**src/rtl/cordic_result_collector.sv**
```systemverilog
`default_nettype none
// ============================================================================
// Module   : cordic_result_collector
// Purpose  : Gain-compensates and saturates CORDIC result beats, then buffers
//            them in a small FIFO with drop and saturation bookkeeping.
// Revision : 1.0 - initial release
// ============================================================================
module cordic_result_collector #(
    parameter int NUM_DATA       = 3,
    parameter int FUNC_WIDTH     = 1,
    parameter int DATA_WIDTH     = 16,
    parameter int DATA_OP_WIDTH  = 18,
    parameter int TOTAL_WIDTH    = NUM_DATA*DATA_WIDTH+FUNC_WIDTH,
    parameter int TOTAL_OP_WIDTH = NUM_DATA*DATA_OP_WIDTH+FUNC_WIDTH,
    parameter int EN_SCALE       = 1,
    parameter int FIFO_DEPTH     = 4,
    parameter int X              = 2,
    parameter int Y              = 1,
    parameter int Z              = 0
) (
    input  logic                          i_clk,
    input  logic                          i_rst_n,
    input  logic                          i_clr,
    input  logic                          i_vld,
    input  logic [TOTAL_OP_WIDTH-1:0]     i_data,
    output logic                          o_vld,
    input  logic                          i_rdy,
    output logic [TOTAL_WIDTH-1:0]        o_data,
    output logic [$clog2(FIFO_DEPTH):0]   o_count,
    output logic                          o_full,
    output logic                          o_drop,
    output logic [7:0]                    o_drop_cnt,
    output logic                          o_sat
);

    localparam int c_AW = $clog2(FIFO_DEPTH);
    localparam int c_CW = c_AW + 1;
    localparam int c_PW = DATA_OP_WIDTH + 17;
    localparam int c_HW = DATA_OP_WIDTH - DATA_WIDTH + 1;
    localparam logic signed [c_PW-1:0] c_GAIN = c_PW'(39797);
    localparam logic signed [c_PW-1:0] c_RND  = c_PW'(32768);
    localparam logic [DATA_WIDTH-1:0]  c_MAX  = {1'b0, {(DATA_WIDTH-1){1'b1}}};
    localparam logic [DATA_WIDTH-1:0]  c_MIN  = ~c_MAX;

    logic [NUM_DATA-1:0][DATA_OP_WIDTH-1:0] w_s1_next;
    logic [NUM_DATA-1:0][DATA_WIDTH-1:0]    w_s2_next;
    logic [NUM_DATA-1:0]                    w_clamp;

    logic                                   r_s1_vld;
    logic [FUNC_WIDTH-1:0]                  r_s1_func;
    logic [NUM_DATA-1:0][DATA_OP_WIDTH-1:0] r_s1_lane;
    logic                                   r_s2_vld;
    logic [FUNC_WIDTH-1:0]                  r_s2_func;
    logic [NUM_DATA-1:0][DATA_WIDTH-1:0]    r_s2_lane;
    logic                                   r_s2_sat;

    logic [TOTAL_WIDTH-1:0] r_mem [FIFO_DEPTH];
    logic [c_AW-1:0]        r_wr_ptr;
    logic [c_AW-1:0]        r_rd_ptr;
    logic [c_CW-1:0]        r_count;
    logic                   r_drop;
    logic [7:0]             r_drop_cnt;
    logic                   r_sat;

    logic w_pop;
    logic w_push;
    logic w_drop;
    logic w_sat_evt;

    for (genvar n = 0; n < NUM_DATA; n++) begin : g_lane
        logic signed [DATA_OP_WIDTH-1:0] w_in;
        logic [c_HW-1:0]                 w_hi;
        logic                            w_ovf;

        assign w_in = i_data[n*DATA_OP_WIDTH +: DATA_OP_WIDTH];

        if (EN_SCALE != 0 && (n == X || n == Y)) begin : g_scale
            logic signed [c_PW-1:0] w_prod;
            logic signed [c_PW-1:0] w_rnd;
            logic                   w_unused;
            assign w_prod = $signed({{17{w_in[DATA_OP_WIDTH-1]}}, w_in}) * c_GAIN;
            assign w_rnd  = w_prod + c_RND;
            // |v| * 0.607 always fits back in the input lane width
            assign w_s1_next[n] = w_rnd[DATA_OP_WIDTH+15:16];
            assign w_unused     = ^{w_rnd[c_PW-1], w_rnd[15:0]};
        end else begin : g_pass
            assign w_s1_next[n] = w_in;
        end

        assign w_hi         = r_s1_lane[n][DATA_OP_WIDTH-1:DATA_WIDTH-1];
        assign w_ovf        = (w_hi != '0) && (w_hi != '1);
        assign w_clamp[n]   = w_ovf;
        assign w_s2_next[n] = !w_ovf ? r_s1_lane[n][DATA_WIDTH-1:0] :
                              (r_s1_lane[n][DATA_OP_WIDTH-1] ? c_MIN : c_MAX);
    end

    always_ff @(posedge i_clk) begin
        if (!i_rst_n) begin
            r_s1_vld <= 1'b0;
            r_s2_vld <= 1'b0;
        end else begin
            r_s1_vld <= i_vld;
            r_s2_vld <= r_s1_vld;
        end
    end

    always_ff @(posedge i_clk) begin
        r_s1_func <= i_data[TOTAL_OP_WIDTH-1 -: FUNC_WIDTH];
        r_s1_lane <= w_s1_next;
        r_s2_func <= r_s1_func;
        r_s2_lane <= w_s2_next;
        r_s2_sat  <= |w_clamp;
    end

    assign o_vld     = (r_count != '0);
    assign w_pop     = o_vld && i_rdy;
    assign w_push    = r_s2_vld && ((r_count < c_CW'(FIFO_DEPTH)) || w_pop);
    assign w_drop    = r_s2_vld && !w_push;
    assign w_sat_evt = r_s2_vld && r_s2_sat;

    always_ff @(posedge i_clk) begin
        if (w_push) begin
            r_mem[r_wr_ptr] <= {r_s2_func, r_s2_lane};
        end
    end

    always_ff @(posedge i_clk) begin
        if (!i_rst_n) begin
            r_wr_ptr <= '0;
            r_rd_ptr <= '0;
            r_count  <= '0;
        end else begin
            if (w_push) begin
                r_wr_ptr <= r_wr_ptr + c_AW'(1);
            end
            if (w_pop) begin
                r_rd_ptr <= r_rd_ptr + c_AW'(1);
            end
            if (w_push && !w_pop) begin
                r_count <= r_count + c_CW'(1);
            end else if (w_pop && !w_push) begin
                r_count <= r_count - c_CW'(1);
            end
        end
    end

    // A clear coinciding with an event restarts the statistics from that event
    always_ff @(posedge i_clk) begin
        if (!i_rst_n) begin
            r_drop     <= 1'b0;
            r_drop_cnt <= '0;
            r_sat      <= 1'b0;
        end else begin
            r_drop <= w_drop;
            if (i_clr) begin
                r_drop_cnt <= {7'd0, w_drop};
                r_sat      <= w_sat_evt;
            end else begin
                if (w_drop && (r_drop_cnt != 8'hFF)) begin
                    r_drop_cnt <= r_drop_cnt + 8'd1;
                end
                r_sat <= r_sat | w_sat_evt;
            end
        end
    end

    // Storage is not reset, so the head is masked while the FIFO is empty
    assign o_data     = o_vld ? r_mem[r_rd_ptr] : '0;
    assign o_count    = r_count;
    assign o_full     = (r_count == c_CW'(FIFO_DEPTH));
    assign o_drop     = r_drop;
    assign o_drop_cnt = r_drop_cnt;
    assign o_sat      = r_sat;

endmodule
`default_nettype wire

```
**config.mk**
```make
export PLATFORM = sky130hd
export DESIGN_NAME = cordic_result_collector
export DESIGN_NICKNAME = d
export VERILOG_FILES = /design/src/rtl/cordic_result_collector.sv
export SDC_FILE = /design/constraint.sdc
export NUM_CORES = 1
export LEC_CHECK = 0
export CORE_MARGIN = 3
export CORE_UTILIZATION = 60
export CTS_BUF_LIST = sky130_fd_sc_hd__clkbuf_2
export CTS_CLUSTER_DIAMETER = 40
export DETAILED_ROUTE_END_ITERATION = 7
export PLACE_DENSITY = 0.8
export SYNTH_ARGS = -nofsm -noshare
export SYNTH_HDL_FRONTEND = slang
export SYNTH_SLANG_ARGS = --single-unit
```
**constraint.sdc**
```tcl
create_clock -name i_clk -period 12 [get_ports i_clk]
set_input_delay 2.4 -clock i_clk [delete_from_list [all_inputs] [get_ports i_clk]]
set_output_delay 2.4 -clock i_clk [all_outputs]
set_load 0.05 [all_outputs]
```
==> impl_summary.txt <==
----------------------------------------------------
[Synthesis]
  Count of cell types in the netlist ... 50
  Proportion of synthesized chip area in sequential cells ... 0.359
  Average cell area after synthesis ... 11.9 sq um
  Netlist area before placement ... 23400 sq um
  Yosys warning count ... 0
  Nets in the synthesized netlist ... 2591
  Synthesized instance count ... 1974
  Flip-flop and latch count after synthesis ... 322

[Finish]
  Fraction of layout instances using a drive strength above 1 ... 0.0900
  Most common cell after layout, fill and taps aside ... sky130_fd_sc_hd__inv_1
  Nets ... 2753
  Layout Area Growth over Synthesis ... 10.9%
  Commonest cells after routing, fill and taps aside ... 438 x sky130_fd_sc_hd__inv_1, 290 x sky130_fd_sc_hd__ha_1, 267 x sky130_fd_sc_hd__fa_1
  Final std cell area, no fill ... 25900 sq um

[Clocking]
  Post-CTS setup repair buffer count ... 0
  Cell at the root of the clock tree ... sky130_fd_sc_hd__clkbuf_2
  Maximum buffer depth of the clock tree ... 3
  Number of buffers inserted by hold repair at cts ... 0
  CTS sink cnt ... 322
  Total number of H-tree levels ... 3
  Number of buffers inserted during clock tree synthesis ... 77
  Count of cells resized by post-cts repair ... 0
  Clock-pin slew on the worst setup and hold paths ... 120 ps
  Clock latency at the later pin of the worst-skew pair ... 820 ps
  Clock tree from TritonCTS ... yes

[Setup path]
  Type of element capturing the critical path ... flop
  Cell with the largest stage delay on the worst path ... sky130_fd_sc_hd__clkdlybuf4s50_1
  FF-to-FF setup slack ... 9360 ps
  Most numerous cell on the critical path ... sky130_fd_sc_hd__fa_1
  Critical setup path kind ... in2reg
  Startpoint of the worst setup timing path ... i_data[53]
  Critical path, cell by cell ... clkdlybuf4s50_1 > ha_1 > fa_1 > inv_1 > fa_1 > fa_1 > fa_1 > inv_1 > fa_1 > inv_1 > ha_1 > a21o_1 > a21o_1 > a21oi_1 > o21ai_0 > a2111oi_4 > o21ai_1 > a31oi_1 > xor2_1
  Largest stage delay on the critical path ... 1070 ps
  FF-to-FF path depth ... 9
  R2r endpoint ... o_count[2]
  Arrival time worst endpoint ... 8450 ps
  Max Fanout on Critical Path ... 22
  Required @ worst endpoint ... 12730 ps
  Critical Path Source Type ... primary input
  Endpoint of the most critical setup path ... g_lane[2].w_hi[2]
  Worst reg2reg startpoint ... o_count[2]

[Hold path]
  Hold crit path type ... reg2reg

[GRT]
  Antenna violations before repair ... 2
  Aggregate global-route resource usage ... 0.230
  Maximum number of pins on one net before global-route repair ... 53
  Global-route wire length before repair ... 76.4 mm
  Total congestion overflow ... 0
  Via count of the first global-routing pass ... 15700

[Timing]
  Final count of pins violating max slew ... 0
  Final critical-path required period ... 7720 ps
  Tightest Pin Transition ... 1170 ps
  Setup violation total in the final timing report ... 0
  Final Hold Violating Endpoints ... 0
  Setup repair after global routing missed its margin ... false
  Headroom to the max-slew limit ... 0.222
  Setup TNS Final ... 0 ps
  Final worst clock skew ... 59.8 ps
  Achievable frequency ... 0.130 GHz
  Fin Hold WS ... 354 ps
  Share of the cycle needed by the critical path after routing ... 0.643

[Placement]
  Final estimated routing congestion in global placement ... 0.938
  Post-Place Cell Area ... 25200 sq um
  Port Buffers ... 123
  Final HPWL from detailed placement ... 34.9 mm

[Detailed routing]
  Detailed Routing Iterations Pass 1 ... 7
  Mean number of vias per cell ... 5.28
  DRT Wirelength ... 45.2 mm
  Iter 0 DRT Violations ... 675
  Wire length per cell ... 16.7 um
  Total via count after detailed routing ... 14300
  Remaining DRCs ... 0
  Number of antenna-violating nets in the routed design ... 0

[Die]
  Cell Rows ... 71
  Die width ... 203 um
  Total I/O pin count ... 124
  Effective utilization at floorplan ... 0.615
  Core Area ... 38000 sq um
  Die area ... 41400 sq um
  Overall die height ... 203 um

[Job]
  Max cap viols ... 0

[Run status]
  Outcome ... complete, no violations

----------------------------------------------------
## cells in the mapped netlist, drive strengths merged
cell type	number	area (sq um)
o21bai	3	26.3
a41o	1	10.0
xnor2	28	245
mux4	49	1100
a21boi	3	22.5
a21oi	86	434
buf	8	32.5
a31oi	7	43.8
o21ai	23	115
clkbuf	40	150
mux2i	2	20.0
xor2	27	236
a211oi	5	50.1
o21a	2	15.0
nand2	69	259
a22oi	1	7.51
a21o	25	189
nor3	6	30.0
ha	290	3630
a2111oi	2	42.5
nor3b	2	15.0
or3	7	43.8
and3	4	25.0
fa	267	5350
inv	438	1640
o211ai	1	7.51
a211o	2	17.5
o31ai	2	33.8
and2	60	375
nand4	12	75.1
nor4	2	27.5
nor2	157	589
nor2b	4	25.0
and4	1	8.76
or4	1	11.3
nand3	8	40.0
nand2b	6	37.5
a41oi	1	8.76
dfxtp	126	2520
edfxtp	196	5890
## sequential cells by signal, indices dropped and copies added, names as in the netlist, named ones only
| signal | flops |
|---|---|
| o_drop_cnt | 8 |
| r_s2_func | 1 |
| r_s1_vld | 1 |
| r_s1_func | 1 |
| r_mem | 196 |
| r_s2_sat | 1 |
| r_s1_lane | 45 |
| r_rd_ptr | 2 |
| r_s2_lane | 48 |
| o_drop | 1 |
| r_wr_ptr | 2 |
| o_sat | 1 |
| r_s2_vld | 1 |
| o_count | 3 |
| g_lane.w_hi | 9 |
## worst min path at each step
| stage | slack (ps) | from | cells after the start | to |
|---|---|---|---|---|
| finish | 350 | r_s1_func | 0 | r_s2_func |
| global route | 360 | r_s1_func | 0 | r_s2_func |
| CTS | 360 | r_s1_func | 0 | r_s2_func |
| detailed placement | 330 | r_s1_func | 0 | r_s2_func |
| global placement | 310 | r_s1_func | 0 | r_s2_func |
| floorplan | 310 | r_s1_func | 0 | r_s2_func |
## stage by stage
stage	worst slack, ps	std cells	util
3_5_place_dp	3470	2568	0.662
5_1_grt	3970	2715	0.682
4_1_cts	4340	2712	0.682
6_report	4280	2715	0.682
3_3_place_gp	3580	2568	0.662
2_1_floorplan	4740	1974	-
## logic make-up after synthesis
family                   share of synthesized area
multiplexers                                0.0480
buffers and inverters                       0.0781
AO/OA/AOI/OAI                               0.0437
AND/OR/NAND/NOR                             0.0668
XOR/XNOR                                    0.0206
flip-flops                                   0.359
adder cells (fa/ha/maj)                      0.383
## cell type report
type,instances,area (sq um)
multi-input cells,1166,13200
fillers,2859,12100
flip-flops and latches,322,8410
inverters,438,1640
repair buffers,131,1290
well taps,511,639
clock buffers,115,576
clock inverters,29,203
diodes,3,7.51
## critical path, delay by kind of cell
| kind | cells | cell delay, ps |
|---|---|---|
| AO/OA/AOI/OAI | 7 | 1430 |
| XOR/XNOR | 1 | 150 |
| adder cells (fa/ha/maj) | 7 | 3240 |
| buffers and inverters | 4 | 1210 |
## per-layer routing
metal	vias to the layer above	routed length, um	global-route usage
met5	-	0	0
met4	0	860	0.0526
met3	70	2380	0.0380
met2	343	22700	0.405
met1	7158	19300	0.302
li1	6754	-	-
Power is left out: the tool's default activity adds up to more than one toggle a clock period on the data nets, which glitch-free logic cannot reach.
